File: src/rtl/skid_buffer.sv
// skid_buffer: two-entry ready/valid slice registering both ready and valid paths; SKID_BUFFER_STATS_EN adds stall_count_o.
// Latency: 1 cycle from in_fire to valid_o when empty, 1 word/cycle sustained.
// Backpressure: ready_o drops one cycle after ready_i stalls; skid_r absorbs the word already in flight.

module skid_buffer #(
    parameter int width_p          = 8,
    parameter bit datapath_reset_p = 1'b0
`ifdef SKID_BUFFER_STATS_EN
    ,
    parameter int counter_width_p  = 16
`endif
) (
    input  logic                       clk_i,
    input  logic                       reset_i,
    input  logic [width_p-1:0]         data_i,
    input  logic                       valid_i,
    output logic                       ready_o,
    output logic                       valid_o,
    output logic [width_p-1:0]         data_o,
    input  logic                       ready_i
`ifdef SKID_BUFFER_STATS_EN
    ,
    output logic [counter_width_p-1:0] stall_count_o
`endif
);

    typedef enum logic [1:0] {
        empty_s = 2'd0,
        busy_s  = 2'd1,
        full_s  = 2'd2
    } state_e;

    state_e             state_r;
    logic [width_p-1:0] main_r;
    logic [width_p-1:0] skid_r;
    logic               in_fire;
    logic               out_fire;
    logic               load_main;
    logic               load_skid;

    // ready_o depends only on registered state (plus reset), never on ready_i.
    assign ready_o  = (state_r != full_s) & ~reset_i;
    assign valid_o  = (state_r != empty_s);
    assign data_o   = main_r;
    assign in_fire  = valid_i & ready_o;
    assign out_fire = valid_o & ready_i;

    assign load_main = ((state_r == empty_s) & in_fire)
                     | ((state_r == busy_s) & in_fire & out_fire)
                     | ((state_r == full_s) & out_fire);
    assign load_skid = (state_r == busy_s) & in_fire & ~out_fire;

    always_ff @(posedge clk_i) begin
        if (reset_i) begin
            state_r <= empty_s;
        end else begin
            case (state_r)
                empty_s: if (in_fire) state_r <= busy_s;
                busy_s: begin
                    if (in_fire & ~out_fire)      state_r <= full_s;
                    else if (~in_fire & out_fire) state_r <= empty_s;
                end
                full_s:  if (out_fire) state_r <= busy_s;
                default: state_r <= empty_s;
            endcase
        end
    end

    // Without datapath reset the payload registers simply hold through reset.
    always_ff @(posedge clk_i) begin
        if (reset_i) begin
            if (datapath_reset_p) begin
                main_r <= '0;
                skid_r <= '0;
            end
        end else begin
            if (load_main) main_r <= (state_r == full_s) ? skid_r : data_i;
            if (load_skid) skid_r <= data_i;
        end
    end

`ifdef SKID_BUFFER_STATS_EN
    always_ff @(posedge clk_i) begin
        if (reset_i) begin
            stall_count_o <= '0;
        end else if (valid_o & ~ready_i & ~(&stall_count_o)) begin
            stall_count_o <= stall_count_o + 1'b1;
        end
    end
`endif

endmodule
File: config.mk
export PLATFORM = sky130hd
export DESIGN_NAME = skid_buffer
export DESIGN_NICKNAME = d
export VERILOG_FILES = /design/src/rtl/skid_buffer.sv
export SDC_FILE = /design/constraint.sdc
export NUM_CORES = 1
export LEC_CHECK = 0
export BUFFER_PORTS_ARGS = -buffer_cell sky130_fd_sc_hd__buf_2
export CORE_MARGIN = 5
export CORE_UTILIZATION = 51
export DETAILED_ROUTE_END_ITERATION = 6
export GPL_ROUTABILITY_DRIVEN = 0
export PLACE_DENSITY_LB_ADDON = 0.25
export SYNTH_ARGS = -nofsm -noshare
export SYNTH_HDL_FRONTEND = slang
export SYNTH_SLANG_ARGS = --single-unit
File: constraint.sdc
create_clock -name clk_i -period 4.68 [get_ports clk_i]
set_input_delay 1.404 -clock clk_i [delete_from_list [all_inputs] [get_ports clk_i]]
set_output_delay 1.404 -clock clk_i [all_outputs]
set_load 0.01 [all_outputs]
## Yosys cells after proc, flatten, opt, wreduce, memory -nomap -nowiden

Index checks and enable logic that the tools add are counted.
W data, S select, Z words.

| storage, ports and cells | value |
|---|---|
| register bits | 18 |
| logic and storage cells | 35 |
| bits of input ports | 12 |

| operators by class | value |
|---|---|
| equality and inequality tests | 6 |
| reduce and logical (&&, ||, !) cells | 5 |
| bitwise gates (word level) | 15 |
| mux-type cells | 6 |

Operator list:

| cell | number |
|---|---|
| $and A1 B1 Y1 | 10 |
| $mux W2 | 4 |
| $mux W8 | 1 |
| $ne A2 B2 Y1 const B | 3 |
| $pmux W2 S3 | 1 |
| $reduce_and A2 Y1 | 2 |
| $ne A3 B1 Y1 const B | 1 |
| $not A1 Y1 | 3 |
| $reduce_and A3 Y1 | 1 |
| $eq A2 B1 Y1 const B | 1 |
| $eq A2 B2 Y1 const B | 1 |
| $logic_not A2 Y1 | 1 |
| $or A1 B1 Y1 | 2 |
| $reduce_bool A2 Y1 | 1 |

## Logic depth before layout (Yosys ltp)

| depth | value |
|---|---|
| word-level depth | 8 |
| gate-level depth with buffers | 4 |
| depth with buffers taken out | 3 |

## Worst setup path before layout

OpenSTA, ideal clock, no wires.

| timing path | value |
|---|---|
| kind | in2out |
| from | input reset_i |
| to | output ready_o |
| stages | 1 |
| data arrival time | 1,573 ps |
| path slack | 1,703 ps |
| required time | 3,276 ps |
| cell sequence | nor2_1 |

| on the way | value |
|---|---|
| cells in the longest elaborated chain, start to end | 2 |

Ends and longest elaborated chain:

| element | RTL line | RTL |
|---|---|---|
| start: declaration | 14 | `input logic reset_i,` |
| $not A1 Y1 (no line) | n/a |  |
| $and A1 B1 Y1 | 42 | `assign ready_o = (state_r != full_s) & ~reset_i;` |
| end: declaration | 17 | `output logic ready_o,` |

Every way passes these cells.

## Worst setup path after layout

Ends and elaborated chain as after synthesis.

==> run_results.csv <==
group,metric,value,unit
yosys,syn-cell-area,696,um^2
clock_network,clk_latency,280,ps
global_routing,antenna_found_initial,0,
floorplanning,fp.dieH,46.9,um
timing,maxSlewViolCount,0,
yosys,synthAdderAreaFrac,0,
timing,maxSlewHeadroom,0.259,
routing,via_count,412,
setup_path,crit_fanout,5,
power_and_ir_drop,comb_power_share,0.086,
setup_path,cp_slowest_stage_delay,140,ps
timing,hold_violations,0,
yosys,synth_top_family_by_area,"multiplexers",
placement,portBuffers,21,
clock_network,htreeDepth,1,
power_and_ir_drop,switchingPower,0.0000605,W
floorplanning,rows,13,
yosys,synth_compound_area_frac,0.0342,
clock_network,cts_resized,0,
cells_and_area,area_delta_synth_final,22.3,%
setup_path,cp_common_cell,"buf_2",
cells_and_area,diodes,0,
power_and_ir_drop,seq_power_share,0.611,
setup_path,crit_required,3280,ps
clock_network,clkTransAtPathRegs,100,ps
timing,skew,2.58,ps
clock_network,ctsHoldBuffers,0,
clock_network,cts_tree,"built",
clock_network,postCtsSetupRepairBufs,0,
power_and_ir_drop,power.internal,0.000241,W
power_and_ir_drop,swShare,0.200,
routing,drc,0,
setup_path,critPathKind,"input port to output pin",
power_and_ir_drop,pwr-share-clk,0.303,
routing,routed_via_density,5.15,
yosys,syn_inst,41,
cells_and_area,final_common_cell,"buf_2",
cells_and_area,final_cell_mix,"21 x buf_2, 16 x edfxtp_1, 8 x mux2_1, 3 x clkbuf_4",
power_and_ir_drop,power.leakage,0.328,nW
yosys,mappedNetlistNets,53,
timing,finalSetupViolCount,0,
routing,wirelength,1120,um
timing,min_period_over_period,0.676,
timing,fmaxAchievable,316,MHz
yosys,synth.yosys.seq_area_share,0.748,
global_routing,grt_pass1_vias,414,
job,cap_violations,0,
yosys,synth_area_per_cell,17.0,um^2
setup_path,crit_path_start_kind,"input port",
setup_path,crit_family,"buffers and inverters",
cells_and_area,fin_util,0.654,
setup_path,cp_cell_sequence,"buf_2 -> nor2_1 -> buf_2",
yosys,yosys_warnings,0,
yosys,ys_types,14,
clock_network,root_buffer,"clkbuf_4",
setup_path,critPathBufInv,2,
global_routing,gr-total-overflow,0,
yosys,synth_xor_area_frac,0,
timing,rsz0062_at_grt,"false",
setup_path,worst_path_max_delay_cell,"buf_2",
clock_network,cts_buffers,3,
yosys,ys_ff_latch,18,
power_and_ir_drop,power_density,355,mW/mm^2
clock_network,clock_path_buffers,2,
hold_path,hold_path_class,"flop to flop",
timing,layout_min_cycle_time,3160,ps
power_and_ir_drop,ir_drop,229,uV
floorplanning,io_pins,22,
routing,drtAntennaViolNets,0,
clock_network,clock_sinks,18,
global_routing,grt_util_all_layers,0.124,
setup_path,end_kind,"output pin",
floorplanning,start_util,0.535,
global_routing,grt_pass1_wl,1840,um
run_status,status,"completed",
floorplanning,coreArea,0.00130,mm^2
floorplanning,die_area,0.00220,mm^2
routing,firstDrtPassIters,2,
timing,setup-tns-final,0,ps
setup_path,cp.arrival,1760,ps
timing,worstMarginPinSlew,1100,ps
floorplanning,fp.dieW,46.9,um
routing,wl_per_cell,14.0,um
cells_and_area,num-fill-cells,109,
yosys,muxShareOfSynthArea,0.129,
yosys,synth-simple-area-share,0.0809,
routing,drt_iter0_drc,1,
cells_and_area,nets,78,
cells_and_area,final_layout_size_suffix_gt1_frac,0.385,
global_routing,grt_start_max_net_pins,11,
## power groups by stage
| stage | registers (W) | clock network, W | logic (W) |
|---|---|---|---|
| finish | 0.000184 | 0.0000915 | 0.0000259 |
| global route | 0.000185 | 0.000103 | 0.0000290 |
| CTS | 0.000185 | 0.0000948 | 0.0000263 |
| detailed placement | 0.000188 | 0 | 0.0000262 |
| global placement | 0.000188 | 0 | 0.0000253 |
| floorplan | 0.000190 | 0 | 0.0000107 |
## cell usage after synthesis
library cell | number | area [um^2]
or4b_1 | 1 | 10.0
or2_1 | 1 | 6.26
nor3_1 | 2 | 10.0
mux2_1 | 8 | 90.1
edfxtp_1 | 16 | 480
and2_1 | 1 | 6.26
dfxtp_1 | 2 | 40.0
nor2_1 | 1 | 3.75
nand2_1 | 2 | 7.51
nor2b_1 | 2 | 12.5
a21oi_1 | 2 | 10.0
buf_2 | 1 | 5.00
a31oi_1 | 1 | 6.26
o21bai_1 | 1 | 7.51
## metal layers
metal  vias to the layer above  wire length, um  part of all wire  global-route usage
li1                        203                -                 -                   -
met1                       191              435              0.39               0.137
met4                         0                9            0.0080              0.0331
met2                        16              574              0.51               0.228
met3                         2               99             0.088              0.0383
met5                         -                0                 0                   0
## through the flow
step                total power (W)  instances  setup WS, ps  hold slack [ps]  area (um^2)
finish                     0.000302         80          1520              543          851
detailed placement         0.000214         76          1520              524          815
global placement           0.000213         76          1520              513          815
global route               0.000317         80          1470              564          851
floorplan                  0.000201         41          1700              508          696
CTS                        0.000306         80          1510              549          851
## logic make-up after synthesis
logic type / count (synthesis)
DFF: 18
and+or+nand+nor: 10
muxes: 8
AOI/OAI and AO/OA: 4
buffers and inverters: 1
## sequential cells by signal, indices dropped and copies added (netlist names)
register / count
data_o: 8
skid_r: 8
state_r: 2
## cell type report
class / count / area [um^2] / area share
Tap cell: 15 / 18.8 / 0.0221
Sequential cell: 18 / 520 / 0.612
Clock buffer: 4 / 36.3 / 0.0426
Timing Repair Buffer: 21 / 105 / 0.124
Multi-Input combinational cell: 22 / 170 / 0.200
## worst paths after layout
check                                 from   endpoint  slack [ps]  depth (start not counted)
worst max-delay path               reset_i    ready_o        1520                          3
worst min register to register   skid_r[2]  data_o[2]         540                          1
worst max register to register  state_r[1]  skid_r[3]        2780                          3
worst min-delay path             skid_r[2]  data_o[2]         540                          1
Note: power is estimated with default switching activity, not from simulation.
